## src/rtl/fetch_queue.sv

```systemverilog
// fetch_queue: instruction fetch front end. Holds the fetch PC, issues
// in-order word requests to instruction memory, buffers returned words with
// their PCs in a small FIFO and presents the head entry to decode. Redirects
// from execute flush the FIFO and discard responses still in flight.
//
// Optional feature macro: FETCH_BYPASS_EN
//   When defined, a kept response arriving while the FIFO is empty is
//   forwarded combinationally to the decode outputs in the same cycle.
module fetch_queue #(
  parameter logic [31:0] RESET_PC = 32'h0000_0000,
  parameter int unsigned DEPTH    = 2
) (
  input  logic        CLK,
  input  logic        RST_N,
  input  logic        Stall_F,
  input  logic        Redirect_En_E,
  input  logic [31:0] PC_Target_E,
  output logic        IMEM_Req_Valid,
  output logic [31:0] IMEM_Req_Addr,
  input  logic        IMEM_Req_Ready,
  input  logic        IMEM_Rsp_Valid,
  input  logic [31:0] IMEM_Rsp_Data,
  output logic [31:0] Instr_D,
  output logic [31:0] PC_D,
  output logic [31:0] PC4_D,
  output logic        Instr_Valid_D
);

  localparam int unsigned CW        = $clog2(DEPTH) + 1;
  localparam int unsigned PW        = $clog2(DEPTH);
  localparam logic [31:0] NOP_INSTR = 32'h0000_0013;

  typedef logic [CW-1:0] cnt_t;
  typedef logic [CW:0]   cnt_w_t;
  typedef logic [PW-1:0] ptr_t;

  localparam cnt_w_t DEPTH_W = cnt_w_t'(DEPTH);

  // Sequential PC step; 32'hFFFF_FFFC wraps to zero.
  function automatic logic [31:0] pc_next(input logic [31:0] pc);
    return pc + 32'd4;
  endfunction

  // Redirect targets are forced onto a word boundary.
  function automatic logic [31:0] word_align(input logic [31:0] addr);
    return {addr[31:2], 2'b00};
  endfunction

  // State
  logic [31:0] pc_f_r;
  logic [31:0] rsp_pc_r;
  cnt_t        occ_r;
  cnt_t        out_r;
  cnt_t        drop_r;
  ptr_t        rd_ptr_r;
  ptr_t        wr_ptr_r;
  logic [31:0] fifo_pc_r    [DEPTH];
  logic [31:0] fifo_instr_r [DEPTH];

  // Control
  logic        head_valid_s;
  logic        rsp_keep_s;
  logic        bypass_s;
  logic        instr_valid_s;
  logic        pop_s;
  logic        push_s;
  logic        fifo_pop_s;
  cnt_w_t      credit_s;
  logic        req_valid_s;
  logic        accept_s;

  // Next state
  logic [31:0] pc_f_nxt_s;
  logic [31:0] rsp_pc_nxt_s;
  cnt_t        occ_nxt_s;
  cnt_t        out_nxt_s;
  cnt_t        drop_nxt_s;
  ptr_t        rd_ptr_nxt_s;
  ptr_t        wr_ptr_nxt_s;

  // Head output
  logic [31:0] instr_d_s;
  logic [31:0] pc_d_s;

  // Handshake decode: keep/drop, pop, push and credit-based issue.
  always_comb begin
    head_valid_s = (occ_r != '0);
    rsp_keep_s   = IMEM_Rsp_Valid && (drop_r == '0) && !Redirect_En_E;
`ifdef FETCH_BYPASS_EN
    bypass_s     = rsp_keep_s && (occ_r == '0);
`else
    bypass_s     = 1'b0;
`endif
    instr_valid_s = head_valid_s || bypass_s;
    pop_s         = instr_valid_s && !Stall_F && !Redirect_En_E;
    // A bypassed word that is consumed immediately never enters the FIFO.
    push_s        = rsp_keep_s && !(bypass_s && pop_s);
    fifo_pop_s    = pop_s && head_valid_s;
    // FIFO entries plus in-flight requests may never exceed DEPTH.
    credit_s      = cnt_w_t'(occ_r) + cnt_w_t'(out_r) - cnt_w_t'(pop_s);
    req_valid_s   = RST_N && !Redirect_En_E && (credit_s < DEPTH_W);
    accept_s      = req_valid_s && IMEM_Req_Ready;
  end

  // Next-state for PCs, counters and pointers; redirect overrides everything.
  always_comb begin
    pc_f_nxt_s   = pc_f_r;
    rsp_pc_nxt_s = rsp_pc_r;
    occ_nxt_s    = occ_r;
    drop_nxt_s   = drop_r;
    rd_ptr_nxt_s = rd_ptr_r;
    wr_ptr_nxt_s = wr_ptr_r;
    out_nxt_s    = out_r;

    if (Redirect_En_E) begin
      pc_f_nxt_s   = word_align(PC_Target_E);
      rsp_pc_nxt_s = word_align(PC_Target_E);
      occ_nxt_s    = '0;
      rd_ptr_nxt_s = '0;
      wr_ptr_nxt_s = '0;
      // Everything still outstanding after this cycle belongs to the old stream.
      if (IMEM_Rsp_Valid) begin
        drop_nxt_s = out_r - cnt_t'(1'b1);
      end else begin
        drop_nxt_s = out_r;
      end
    end else begin
      case ({push_s, fifo_pop_s})
        2'b10:   occ_nxt_s = occ_r + cnt_t'(1'b1);
        2'b01:   occ_nxt_s = occ_r - cnt_t'(1'b1);
        default: occ_nxt_s = occ_r;
      endcase
      if (push_s) begin
        wr_ptr_nxt_s = wr_ptr_r + ptr_t'(1'b1);
      end else begin
        wr_ptr_nxt_s = wr_ptr_r;
      end
      if (fifo_pop_s) begin
        rd_ptr_nxt_s = rd_ptr_r + ptr_t'(1'b1);
      end else begin
        rd_ptr_nxt_s = rd_ptr_r;
      end
      if (accept_s) begin
        pc_f_nxt_s = pc_next(pc_f_r);
      end else begin
        pc_f_nxt_s = pc_f_r;
      end
      if (rsp_keep_s) begin
        rsp_pc_nxt_s = pc_next(rsp_pc_r);
      end else begin
        rsp_pc_nxt_s = rsp_pc_r;
      end
      if (IMEM_Rsp_Valid && (drop_r != '0)) begin
        drop_nxt_s = drop_r - cnt_t'(1'b1);
      end else begin
        drop_nxt_s = drop_r;
      end
    end

    case ({accept_s, IMEM_Rsp_Valid})
      2'b10:   out_nxt_s = out_r + cnt_t'(1'b1);
      2'b01:   out_nxt_s = out_r - cnt_t'(1'b1);
      default: out_nxt_s = out_r;
    endcase
  end

  // State registers and FIFO storage.
  always_ff @(posedge CLK or negedge RST_N) begin
    if (!RST_N) begin
      pc_f_r   <= RESET_PC;
      rsp_pc_r <= RESET_PC;
      occ_r    <= '0;
      out_r    <= '0;
      drop_r   <= '0;
      rd_ptr_r <= '0;
      wr_ptr_r <= '0;
      for (int unsigned i = 0; i < DEPTH; i++) begin
        fifo_pc_r[i]    <= 32'h0000_0000;
        fifo_instr_r[i] <= NOP_INSTR;
      end
    end else begin
      pc_f_r   <= pc_f_nxt_s;
      rsp_pc_r <= rsp_pc_nxt_s;
      occ_r    <= occ_nxt_s;
      out_r    <= out_nxt_s;
      drop_r   <= drop_nxt_s;
      rd_ptr_r <= rd_ptr_nxt_s;
      wr_ptr_r <= wr_ptr_nxt_s;
      if (push_s) begin
        fifo_pc_r[wr_ptr_r]    <= rsp_pc_r;
        fifo_instr_r[wr_ptr_r] <= IMEM_Rsp_Data;
      end
    end
  end

  // Head selection: bypassed response, FIFO head, or NOP when empty.
  always_comb begin
    if (bypass_s) begin
      instr_d_s = IMEM_Rsp_Data;
      pc_d_s    = rsp_pc_r;
    end else if (head_valid_s) begin
      instr_d_s = fifo_instr_r[rd_ptr_r];
      pc_d_s    = fifo_pc_r[rd_ptr_r];
    end else begin
      instr_d_s = NOP_INSTR;
      pc_d_s    = 32'h0000_0000;
    end
  end

  assign IMEM_Req_Valid = req_valid_s;
  assign IMEM_Req_Addr  = pc_f_r;
  assign Instr_D        = instr_d_s;
  assign PC_D           = pc_d_s;
  assign PC4_D          = pc_d_s + 32'd4;
  assign Instr_Valid_D  = instr_valid_s;

endmodule
```

## config.mk

```make
export PLATFORM = sky130hd
export DESIGN_NAME = fetch_queue
export DESIGN_NICKNAME = d
export VERILOG_FILES = /design/src/rtl/fetch_queue.sv
export SDC_FILE = /design/constraint.sdc
export NUM_CORES = 1
export LEC_CHECK = 0
export BUFFER_PORTS_ARGS = -buffer_cell sky130_fd_sc_hd__buf_2
export CORE_MARGIN = 2
export CORE_UTILIZATION = 52
export CTS_BUF_LIST = sky130_fd_sc_hd__clkbuf_4
export DETAILED_ROUTE_END_ITERATION = 8
export PLACE_DENSITY = 0.88
export SLEW_MARGIN = 20
export SYNTH_ARGS = -nofsm -noshare
export SYNTH_HDL_FRONTEND = slang
export SYNTH_SLANG_ARGS = --single-unit
```

## constraint.sdc

```tcl
create_clock -name CLK -period 3.8 [get_ports CLK]
set_input_delay 0.57 -clock CLK [delete_from_list [all_inputs] [get_ports CLK]]
set_output_delay 0.57 -clock CLK [all_outputs]
set_load 0.005 [all_outputs]
```

Word level (Yosys, flattened, before mapping)

Index checks and enable logic that the tools add are counted.

Bits in registers: 200
Bits in latches: 0
Bits in writable memories: 0
ROM bits: 0
Output and inout bits: 130
Memories kept: 0

$add $sub $neg: 12
Multipliers: 0
Div/mod/pow operators: 0
$lt $le $gt $ge: 4
Equality and inequality tests: 4
Shifts and indexed selects: 0
Muxes and demuxes: 26
Bitwise logic cells: 2
Reduce and logical (&&, ||, !) cells: 21

Operator list:

| kind                                                                          | number |
|---|---|
| 32-bit 2-to-1 mux                                                             | 13 |
| 64-bit bitwise mux                                                            | 2 |
| 32-bit by 3-bit adder with 32-bit output (second input constant)              | 3 |
| 32-bit demux with 1-bit select                                                | 1 |
| 2-bit nonzero test                                                            | 7 |
| 1-bit logical AND                                                             | 10 |
| 2-bit 2-to-1 mux                                                              | 4 |
| 2-bit case mux with 2 select lines                                            | 2 |
| 2-bit by 1-bit subtractor with 2-bit output (second input constant)           | 3 |
| 2-bit by 1-bit adder with 2-bit output (second input constant)                | 2 |
| 2-bit by 1-bit == test with 1-bit output (second input constant)              | 2 |
| 2-bit == test (second input constant)                                         | 2 |
| 2-bit >= comparator (second input constant)                                   | 2 |
| 1-bit 2-to-1 mux                                                              | 4 |
| 1-bit inverter with 2-bit output                                              | 2 |
| 2-bit by 2-bit adder with 3-bit output                                        | 1 |
| 3-bit by 2-bit less-than comparator with 1-bit output (second input constant) | 1 |
| 3-bit nonzero test                                                            | 1 |
| 3-bit by 1-bit subtractor with 3-bit output                                   | 1 |
| 1-bit adder (second input constant)                                           | 2 |
| 1-bit logical NOT                                                             | 2 |
| 2-bit logical NOT                                                             | 1 |
| 2-bit by 1-bit less-than comparator with 1-bit output (second input constant) | 1 |

Logic depth before layout (Yosys ltp)

Gate-level depths: netlist of run 1.

Depth in word-level cells: 9
Depth in mapped cells: 17
Mapped depth without buffers: 12

Worst setup path after synthesis of run 1

No wires, ideal clock.

Path kind: input -> register
Start: input port Redirect_En_E
End: register out_r[1]
Library setup time: 0.080 ns
Arrival time: 3.729 ns
Path slack: -0.009 ns
Cell stages on the path: 14
Buffers on the path: 4
Path through: clkbuf_1 clkbuf_1 clkbuf_1 nor3_1 ha_1 nand2b_1 fa_1 nand4b_1 nor2_1 clkinv_1 clkbuf_1 ha_1 nor2_1 xnor2_1

Longest elaborated chain between the ends: 8
Elaborated cells between the ends (all ways): 11

RTL lines:

| what                                                                             | RTL line | RTL |
|---|---|---|
| start, declared                                                                  | 16       | `input logic Redirect_En_E,` |
| 1-bit logical NOT (*)                                                            | 95, 101  |  |
| 1-bit logical AND                                                                | 95       | `pop_s = instr_valid_s && !Stall_F && !Redirect_En_E;` |
| 3-bit by 1-bit subtractor with 3-bit output                                      | 100      | `credit_s = cnt_w_t'(occ_r) + cnt_w_t'(out_r) - cnt_w_t'(pop_s);` |
| 3-bit by 2-bit less-than comparator with 1-bit output                            | 101      | `req_valid_s = RST_N && !Redirect_En_E && (credit_s < DEPTH_W);` |
| 1-bit logical AND (*)                                                            | 101      |  |
| 1-bit logical AND (*)                                                            | 102      | `accept_s = req_valid_s && IMEM_Req_Ready;` |
| 2-bit by 1-bit == test with 1-bit output / 2-bit == test (equally long branches) | 160      | `case ({accept_s, IMEM_Rsp_Valid})` |
| 2-bit case mux with 2 select lines / 2-bit nonzero test (equally long branches)  | -        |  |
| end signal, assigned                                                             | 185      | `out_r <= out_nxt_s;` |
| end, declared                                                                    | 53       | `cnt_t out_r;` |

Mark *: on every way between the ends. The rest lies on a longest branch, timed or not.
A chain may end at the register's enable or synchronous reset.

Worst setup path after layout of run 1

Start: register rd_ptr_r
End: output port PC4_D[26]

Longest elaborated chain between the ends: 6

RTL lines:

| what                                                   | RTL line | RTL |
|---|---|---|
| start, declared                                        | 55       | `ptr_t rd_ptr_r;` |
| start signal, assigned                                 | 187      | `rd_ptr_r <= rd_ptr_nxt_s;` |
| 1-bit inverter with 2-bit output (implied by the code) | 203      | `pc_d_s = fifo_pc_r[rd_ptr_r];` |
| 32-bit 2-to-1 mux (implied by the code) (3 in series)  | 203      |  |
| 32-bit 2-to-1 mux                                      | 201      | `end else if (head_valid_s) begin` |
| 32-bit by 3-bit adder with 32-bit output               | 214      | `assign PC4_D = pc_d_s + 32'd4;` |
| end, declared                                          | 25       | `output logic [31:0] PC4_D,` |

No other way between the ends. The select of a mux whose other input is x is not followed.

==> results of run 1 <==
==> Yosys cell counts (all sizes together) (2+ instances only) <==
cell type	instances
a31oi	3
nor2	85
or3	5
mux2i	63
o211ai	8
buf	36
a221o	3
nand2	84
dfrtp	186
a211oi	8
nand4b	2
clkbuf	24
and2	5
nand2b	3
o21ai	43
a21oi	10
o311ai	6
and4	7
and3	14
nor4b	3
inv	14
ha	7
xor2	31
nor4	14
nor3b	4
nand3	44
o31a	2
nand4	19
xnor2	36
a21o	4
mux2	130
dfstp	6
nand3b	8
nor2b	2
o41ai	3
nor3	26
==> kinds of logic (layout without fill, tap and decap cells) <==
group / after synthesis / in the layout / synth area share
AND/OR/NAND/NOR: 328 / 328 / 0.167
multiplexers: 193 / 193 / 0.201
flip-flops: 192 / 192 / 0.463
AO/OA/AOI/OAI: 96 / 96 / 0.0638
buffers and inverters: 75 / 254 / 0.0372
XOR/XNOR: 67 / 67 / 0.0565
adder cells (fa/ha/maj): 8 / 8 / 0.0104
other: 1 / 7 / 0.000361
==> registers in the layout, summed over array words and instances (netlist names) <==
name and cells:
rd_ptr_r 1, fifo_instr_r 64, IMEM_Req_Addr 30, rsp_pc_r 30, wr_ptr_r 1, out_r 2
fifo_pc_r 60, drop_r 2, occ_r 2
==> metal layers <==
layer | vias to the layer above | track usage | wire length (um)
met5 | - | 0 | 0
met4 | 0 | 0.0750 | 440
met3 | 29 | 0.0367 | 1300
met2 | 278 | 0.356 | 11200
met1 | 3903 | 0.334 | 11100
li1 | 3753 | - | -
==> worst reg2reg max path, stage by stage (launching register included) <==
cell,delay (ns)
dfrtp_2,0.49
nor2_4,0.18
nor3_1,0.07
ha_1,0.26
nand2b_1,0.15
fa_1,0.52
nand4b_1,0.14
nor2_1,0.34
clkinv_1,0.17
buf_4,0.23
nand2_1,0.25
o21ai_0,0.16
a221o_1,0.31
==> timing repair <==
action	in CTS	in global routing
hold buffers	0	1
resized for setup	0	2
endpoints found under the setup margin	3	6
buffers inserted	1	0
hold endpoints to repair	0	3
==> area by class of cell <==
type	instances	area [um^2]
clock inverters	15	198
multi-input cells	698	5230
inverters	15	56.3
fillers	1618	7620
flip-flops and latches	192	4820
diodes	1	2.50
repair buffers	207	1140
clock buffers	17	128
well taps	265	332
==> through the flow <==
| stage | total power, W | area [um^2] | utilization | std cells |
|---|---|---|---|---|
| 6_report | 0.00632 | 11900 | 0.610 | 1410 |
| 5_1_grt | 0.00674 | 11900 | 0.610 | 1410 |
| 4_1_cts | 0.00635 | 11900 | 0.608 | 1407 |
| 3_5_place_dp | 0.00514 | 11500 | 0.591 | 1374 |
| 3_3_place_gp | 0.00500 | 11500 | 0.591 | 1374 |
| 2_1_floorplan | 0.00450 | 10400 | - | 965 |
==> power breakdown <==
group | internal [W] | switching [W]
Combinational | 0.000999 | 0.000921
Clock | 0.000478 | 0.000746
Sequential | 0.00271 | 0.000469
==> worst paths after layout <==
check                                                 to  cells after the start  slack, ns                       from
hold / removal             IMEM_Req_Addr[25]$_DFFE_PN0P_                      3       0.19            PC_Target_E[25]
setup reg to reg           IMEM_Req_Addr[22]$_DFFE_PN0P_                     12       0.47       occ_r[0]$_DFFE_PN0P_
min in group asynchronous   IMEM_Req_Addr[2]$_DFFE_PN0P_                      3       0.58                      RST_N
max in group asynchronous           rd_ptr_r$_DFFE_PN0P_                      4       2.32                      RST_N
hold reg to reg                fifo_pc_r[16]$_DFFE_PN0P_                      2       0.52  fifo_pc_r[16]$_DFFE_PN0P_
setup / recovery                               PC4_D[26]                      8       0.20       rd_ptr_r$_DFFE_PN0P_
==> run metrics, run 1 <==
Crit Path Category flop to output port; Leakage 5.42 nW; CP required 3.23 ns; placer congestion estimate 0.862; Post-Syn Instances 960; Synth-to-Final Area Change 14.6%; Slew headroom 0.417; CP endpoint kind output port; Syn Std Cell Area 10400 um^2; fmax 278 MHz; global-route wire length before repair 39700 um; Die X 145 um; Worst Tran Pin Value 0.875 ns; largest cells by area after synthesis dfrtp_1 (45%), mux2_2 (14%), mux2i_1 (6.1%); CTS tree built; clk root buf clkbuf_4; share of cells above drive strength 1 0.352; final net count 1209; Worst Path Buf+Inv 1; Hold Violations, Final 0; WL/cell 17.1 um; Placeable Area 19500 um^2; Final Skew 0.0276 ns; critical path startpoint category flop; final setup fails 0; Synth cell types 63; delay-heaviest family, CP simple AND/OR/NAND/NOR gates; Die Ht 145 um; Crit Path Max Fanout 8; IO Pins 200; largest net degree at the start of global routing 193; Total Routed Length 24000 um; vias in the first global route 7888; post-route minimum period 3.60 ns; ys flop type dfrtp_1; Post-synth EDFFs 0; total gr overflow 0; largest area contributor in the netlist dfrtp_1; most common cell after layout, fill and taps aside buf_2; DP Worst Slack 0.285 ns; hold crit path type input port to flop; clock tree buffer depth 2; Critical Path AT 3.03 ns; PwrDens 531 nW/um^2; routed via count 7963; DR iter-0 viols 506; CTS Buf Count 17; clk slew on worst S/H paths 0.15 ns; Seq/Total Area, Yosys 0.463; FP Rows 51; Mean Syn Cell Area 10.8 um^2; most frequent cells in the layout buf_2 (190), dfrtp_1 (184), mux2_2 (130), nand2_1 (84), nor2_1 (82); unrepaired setup endpoints after global routing no; Yosys warnings 0; initial antenna violation count 1; DRC 0; critical path cell sequence mux2i_1 > nor2_1 > ha_2 > nor4b_4 > nand4b_4 > nor3_1 > xor2_1 > buf_2; Largest stage delay, worst path 0.54 ns; top cell type's share of synthesized area 0.448; Worst IR Drop VDD 0.000246 V; Setup TNS 0 ns; clk sink count 192; status completed; Antenna Violating Nets Remaining 0; # Max-Cap Violations 0; vias per inst 5.65; ys async rst share 1.00; Yosys reg bits 192; Tcrit/Tclk final 0.948; critical path's slowest cell dfrtp_4; post-detail-place hpwl 17000 um; Starting Density 0.532; setup ws final 0.199 ns; WHS 0.194 ns; fin. max-slew vios 0; overall fraction of global-route tracks in use 0.230; Die ar. 21100 um^2; clk_lat worst skew 0.59 ns; Max H-tree Level 4; Pre-Repair DR Iteration Count 5; number of port buffers 191
No activity file was read; power rests on OpenSTA's default activity.
==> inputs of run 2 (changes only) <==
--- a/config.mk
+++ b/config.mk
@@ -9,6 +9,6 @@
 export CORE_MARGIN = 2
-export CORE_UTILIZATION = 52
+export CORE_UTILIZATION = 58
 export CTS_BUF_LIST = sky130_fd_sc_hd__clkbuf_4
 export DETAILED_ROUTE_END_ITERATION = 8
-export PLACE_DENSITY = 0.88
+export PLACE_DENSITY = 0.92
 export SLEW_MARGIN = 20
==> constraint.sdc (replaced) <==
create_clock -name CLK -period 3.5 [get_ports CLK]
set_input_delay 0.7 -clock CLK [delete_from_list [all_inputs] [get_ports CLK]]
set_output_delay 0.7 -clock CLK [all_outputs]
set_load 0.005 [all_outputs]
==> run 2 against run 1 <==
  * The run now ends with setup timing left
  * Via count grew 2.9%
  * Register-to-register slack worse by 0.19 ns
  * Routed wire length rose by 4.0%
  * Final cell count down 0.85%
  * Non-clock buffer count grew 27
  * Die area is 10% lower
  * Clock skew up 0.0027 ns
  * Global-route usage is 2.6 points higher
  * Highest routed layer unchanged
  * Clock power about the same
  * Combinational power up 16%
  * Clock-buffer cell count is the same
==> run metrics, run 2 (synthesis gave the netlist of run 1 again) <==
post-route minimum period 3.60 ns; Slew headroom 0.374 (was 0.417); DRC 0 (unchanged); Max H-tree Level 4 (unchanged); routed via count 8190 (was 7963); Crit Path Category flop to output port (unchanged); Final Total Pwr 0.00695 W (was 0.00632 W); failing checks setup timing; initial antenna violation count 1 (unchanged); CTS Buf Count 17 (unchanged); sequential share of power 0.499 (was 0.502); vias in the first global route 7573 (was 7888); vias per inst 5.86 (was 5.65); total gr overflow 0 (unchanged); CP required 2.80 ns (was 3.23 ns); CTS tree built (unchanged); Layout Utilization 0.708 (was 0.610); Leakage 5.75 nW (was 5.42 nW); CP endpoint kind output port (unchanged); clk root buf clkbuf_4 (unchanged); Largest regs fifo_instr_r: 64 flops, fifo_pc_r: 60 flops (unchanged); Hold Violations, Final 0 (unchanged); sw frac 0.345 (was 0.338); fmax 278 MHz; IO Pins 200 (unchanged); internal power 0.00455 W (was 0.00418 W); clk sink count 192 (unchanged); largest net degree at the start of global routing 182 (was 193); status finished, violations left (was completed); Die Ht 138 um (was 145 um); Starting Density 0.597 (was 0.532); Synth-to-Final Area Change 18.6% (was 14.6%); clock share of power 0.181 (was 0.194); placer congestion estimate 0.883 (was 0.862); Placeable Area 17400 um^2 (was 19500 um^2); final setup fails 14 (was 0); fin. max-slew vios 0 (unchanged); Antenna Violating Nets Remaining 0 (unchanged); WHS 0.336 ns (was 0.194 ns); Crit Path Max Fanout 11 (was 8); PwrDens 563 nW/um^2 (was 531 nW/um^2); Final Skew 0.0303 ns (was 0.0276 ns); placed insts 1343 (was 1374); global-route wire length before repair 37900 um (was 39700 um); overall fraction of global-route tracks in use 0.256 (was 0.230); Total Routed Length 25000 um (was 24000 um); most frequent cells in the layout buf_2 (190), dfrtp_1 (184), mux2_2 (129), nand2_1 (83), nor2_1 (78) (was buf_2 (190), dfrtp_1 (184), mux2_2 (130), nand2_1 (84), nor2_1 (82)); hold crit path type input port to flop (unchanged); post-detail-place hpwl 17200 um (was 17000 um); Critical Path AT 2.90 ns (was 3.03 ns); # Max-Cap Violations 0 (unchanged); Setup TNS -0.779 ns (was 0 ns); final net count 1236 (was 1209); setup ws final -0.0996 ns (was 0.199 ns); Layout Cells excl Fill 1398 (was 1410); Worst IR Drop VDD 0.000288 V (was 0.000246 V); FP Rows 48 (was 51); Tcrit/Tclk final 1.03; Worst Tran Pin Value 0.939 ns (was 0.875 ns); clk slew on worst S/H paths 0.17 ns (was 0.15 ns); Psw 0.00239 W (was 0.00214 W); critical path startpoint category flop (unchanged); most common cell after layout, fill and taps aside buf_2 (unchanged); Pre-Repair DR Iteration Count 6 (was 5); unrepaired setup endpoints after global routing yes (was no); Die ar. 19000 um^2 (was 21100 um^2); combinational power share 0.320 (was 0.304); share of cells above drive strength 1 0.387 (was 0.352); WL/cell 17.9 um (was 17.1 um); DR iter-0 viols 587 (was 506); clock tree buffer depth 2 (unchanged); Die X 138 um (was 145 um); clk_lat worst skew 0.58 ns (was 0.59 ns); Largest register FFs 64 (unchanged); number of port buffers 191 (unchanged); most flop-heavy register fifo_instr_r (unchanged)
==> run 2: cell count changes in the layout (fill, tap and decap cells not counted), sizes merged <==
cell / delta
clkinv: +1
clkinvlp: -1
clkbuf: +2
bufinv: -1
buf: +25
inv: +1
diode: +1
==> run 2: final timing paths <==
check                                              from                             to  slack, ns  depth (start not counted)
min                                   IMEM_Rsp_Data[17]   fifo_instr_r[49]$_DFFE_PN0P_       0.34                          2
max in group asynchronous                         RST_N           rd_ptr_r$_DFFE_PN0P_       1.79                          3
max reg2reg                        occ_r[1]$_DFFE_PN0P_  IMEM_Req_Addr[18]$_DFFE_PN0P_       0.28                         12
min reg2reg                fifo_instr_r[30]$_DFFE_PN0P_   fifo_instr_r[30]$_DFFE_PN0P_       0.52                          1
max                                rd_ptr_r$_DFFE_PN0P_                      PC4_D[31]       -0.1                          9
min in group asynchronous                         RST_N   IMEM_Req_Addr[5]$_DFFE_PN0P_       0.49                          2
==> run 2: metrics by stage <==
step / setup slack (ns) / instance area (um^2)
after floorplan: 0.00352 / 10400
after global placement: 0.185 / 11600
after detailed placement: 0.0913 / 11600
after CTS: -0.152 / 12000
after global routing: -0.274 / 12300
final: -0.0996 / 12300
==> run 2: layer usage <==
metal	part of all wire	global-route usage	routed length, um
met1	0.43	0.360	10800
met2	0.49	0.399	12100
met3	0.068	0.0515	1700
met4	0.016	0.0856	388
met5	0	0	0
==> run 2: worst max-delay path: stages, from the launching register on <==
cell	delay, ns
dfrtp_4	0.60
buf_16	0.19
buf_4	0.14
mux2i_2	0.17
a211oi_4	0.33
nand4_1	0.19
buf_4	0.20
nor4_4	0.16
xor2_1	0.21
buf_2	0.14
==> run 2: cell type report <==
class | instances | area [um^2]
timing repair buffer | 234 | 1410
antenna | 2 | 5.00
clock buffer | 17 | 128
sequential | 192 | 4820
fill | 1219 | 5080
inverter | 15 | 57.6
multi-input combinational | 698 | 5460
tap | 225 | 282
clock inverter | 15 | 171
==> run 2: repair_timing <==
action                                  in CTS  in global routing
hold buffers                                 1                  0
endpoints found under the hold margin       11                  0
buffers inserted                             9                  9
gates cloned                                 0                  2
gates resized for setup                     12                 35
pin swaps                                    7                 14
endpoints found under the setup margin      21                 23
==> run 2: power groups by stage <==
stage / registers (W) / logic, W / clock network [W]
after floorplan: 0.00334 / 0.00156 / 0
after global placement: 0.00343 / 0.00202 / 0
after detailed placement: 0.00349 / 0.00211 / 0
after CTS: 0.00345 / 0.00214 / 0.00128
after global routing: 0.00357 / 0.00245 / 0.00137
final: 0.00347 / 0.00222 / 0.00125
==> inputs of run 3 (changes only) <==
--- a/config.mk
+++ b/config.mk
@@ -8,4 +8,6 @@
 export BUFFER_PORTS_ARGS = -buffer_cell sky130_fd_sc_hd__buf_2
+export CELL_PAD_IN_SITES_DETAIL_PLACEMENT = 2
+export CELL_PAD_IN_SITES_GLOBAL_PLACEMENT = 2
 export CORE_MARGIN = 2
-export CORE_UTILIZATION = 58
+export CORE_UTILIZATION = 37
 export CTS_BUF_LIST = sky130_fd_sc_hd__clkbuf_4
==> constraint.sdc (replaced) <==
create_clock -name CLK -period 3.5 [get_ports CLK]
set_input_delay 0.35 -clock CLK [delete_from_list [all_inputs] [get_ports CLK]]
set_output_delay 0.35 -clock CLK [all_outputs]
set_load 0.005 [all_outputs]
==> run 3 against run 2 <==
  * The flow now finishes without violations
  * Sequential share of layout area decreased by 0.90 points
  * Final cell count increased by 13%
  * Via count increased by 4.0%
  * Routed wire length increased by 44%
  * Non-clock buffer count increased by 33
  * Final area increased by 2.4%
  * Core utilization decreased by 25 points
  * Total power increased by 2.9%
  * Sequential power increased by 2%
  * Critical path depth decreased by 2
  * First-iteration DRC count decreased by 34%
==> run metrics, run 3 (synthesis gave the netlist of run 1 again) <==
number of port buffers 191 (unchanged); CTS Buf Count 17 (unchanged); unrepaired setup endpoints after global routing no (was yes); clk slew on worst S/H paths 0.17 ns (about the same); critical path startpoint category flop (unchanged); delay-heaviest family, CP simple AND/OR/NAND/NOR gates (was buffers and inverters); most common cell after layout, fill and taps aside buf_2 (unchanged); Die ar. 29500 um^2 (was 19000 um^2); Leakage 5.69 nW (was 5.75 nW); final net count 1269 (was 1236); share of cells above drive strength 1 0.350 (was 0.387); Final Skew 0.0409 ns (was 0.0303 ns); vias in the first global route 9608 (was 7573); Setup TNS 0 ns (was -0.779 ns); DRC 0 (unchanged); Layout Cells excl Fill 1582 (was 1398); critical path's slowest cell dfrtp_4 (unchanged); post-detail-place hpwl 24300 um (was 17200 um); PwrDens 566 nW/um^2 (was 563 nW/um^2); Placeable Area 27700 um^2 (was 17400 um^2); Pre-Repair DR Iteration Count 4 (was 6); fillcell total 2883 (was 1219); WHS 0.0324 ns (was 0.336 ns); Synth-to-Final Area Change 21.4% (was 18.6%); finished layout cell area 12600 um^2 (was 12300 um^2); routed via count 8516 (was 8190); Worst Tran Pin Value 0.834 ns (was 0.939 ns); diodes inserted 0 (was 2); final setup fails 0 (was 14); Largest register FFs 64 (unchanged); fin. max-slew vios 0 (unchanged); CP endpoint kind output port (unchanged); most frequent cells in the layout buf_2 (190), dfrtp_1 (184), mux2_2 (130), nand2_1 (84), nor2_1 (80) (was buf_2 (190), dfrtp_1 (184), mux2_2 (129), nand2_1 (83), nor2_1 (78)); placed insts 1493 (was 1343); post-route minimum period 3.32 ns (was 3.60 ns); total gr overflow 0 (unchanged); FP Rows 61 (was 48); Slew headroom 0.444 (was 0.374); clock tree buffer depth 2 (unchanged); Worst IR Drop VDD 0.000199 V (was 0.000288 V); global-route wire length before repair 56500 um (was 37900 um); initial antenna violation count 0 (was 1); DR iter-0 viols 389 (was 587); Worst Path Buf+Inv 2 (was 4); Antenna Violating Nets Remaining 0 (unchanged); IO Pins 200 (unchanged); Hold Violations, Final 0 (unchanged); clk root buf clkbuf_4 (unchanged); status completed (was finished, violations left); Tcrit/Tclk final 0.948 (was 1.03); Die Ht 172 um (was 138 um); vias per inst 5.38 (was 5.86); clk_lat worst skew 0.60 ns (was 0.58 ns); Final Total Pwr 0.00715 W (was 0.00695 W); CP required 3.15 ns (was 2.80 ns); Die X 172 um (was 138 um); Max H-tree Level 4 (unchanged); placed cell areas 11700 um^2 (was 11600 um^2); Crit Path Max Fanout 10 (was 11); Starting Density 0.375 (was 0.597); Largest regs fifo_instr_r: 64 flops, fifo_pc_r: 60 flops (unchanged); critical path cell sequence buf_4 > mux2i_1 > nor2_2 > nand4_4 > nor4_2 > xor2_1 > buf_2 (was buf_16 > buf_4 > mux2i_2 > a211oi_4 > nand4_1 > buf_4 > nor4_4 > xor2_1 > buf_2); # Max-Cap Violations 0 (unchanged); Critical Path AT 2.97 ns (was 2.90 ns); Crit Path Category flop to output port (unchanged); Total Routed Length 35900 um (was 25000 um); Largest stage delay, worst path 0.58 ns (was 0.60 ns); CTS tree built (unchanged); placer congestion estimate 0.834 (was 0.883); largest net degree at the start of global routing 66 (was 182); WL/cell 22.7 um (was 17.9 um); overall fraction of global-route tracks in use 0.249 (was 0.256); fmax 302 MHz (was 278 MHz); hold crit path type input port to flop (unchanged); most flop-heavy register fifo_instr_r (unchanged); clk sink count 192 (unchanged)
[run 3: layout make-up]
cell class / count / area, um^2 / share of cell area
multi-input cells: 698 / 5290 / 0.419
flip-flops and latches: 192 / 4820 / 0.382
repair buffers: 267 / 1700 / 0.135
well taps: 378 / 473 / 0.0375
clock inverters: 15 / 153 / 0.0121
clock buffers: 17 / 128 / 0.0101
inverters: 15 / 61.3 / 0.00486
[run 3: per-stage QoR]
stage               setup slack, ns   util
floorplan                    0.0130      -
finish                        0.184  0.456
global placement              0.443  0.423
global route                0.00878  0.456
detailed placement            0.263  0.423
CTS                          0.0212  0.452
[run 3: final timing paths]
| check | startpoint | cells past startpoint | end | slack (ns) |
|---|---|---|---|---|
| hold / removal | PC_Target_E[23] | 3 | IMEM_Req_Addr[23]$_DFFE_PN0P_ | 0.03 |
| setup reg to reg | occ_r[0]$_DFFE_PN0P_ | 10 | IMEM_Req_Addr[18]$_DFFE_PN0P_ | 0.36 |
| setup / recovery | rd_ptr_r$_DFFE_PN0P_ | 7 | PC4_D[19] | 0.18 |
| max in group asynchronous | RST_N | 3 | fifo_pc_r[51]$_DFFE_PN0P_ | 2.11 |
| hold reg to reg | fifo_pc_r[23]$_DFFE_PN0P_ | 1 | fifo_pc_r[23]$_DFFE_PN0P_ | 0.53 |
| min in group asynchronous | RST_N | 2 | fifo_instr_r[6]$_DFFE_PN0P_ | 0.21 |
[run 3: tightest hold or removal path, delay by kind of cell]
family / cells / cell delay (ns)
AOI/OAI and AO/OA: 1 / 0.09
buffers and inverters: 1 / 0.08
and+or+nand+nor: 1 / 0.08
[run 3: power by group]
group,internal (W),switching [W],total [W]
clock network,0.000375,0.000864,0.00124
registers,0.00294,0.000607,0.00355
logic,0.00115,0.00121,0.00236
total,0.00447,0.00268,0.00715
[run 3: per-layer routing]
layer  GRT usage  vias to the layer above  routed length [um]
li1            -                     3851                   -
met3      0.0529                       42                2020
met2       0.431                      240               18100
met5           0                        -                   0
met1       0.317                     4383               15200
met4      0.0586                        0                 550
[run 3: what timing repair did]
action                     CTS  global route
resized for setup            2            12
hold buffers                44             4
hold endpoints to repair   117             4
setup buffers                7             2
pin swaps                    0             4
setup endpoints to repair   13            13
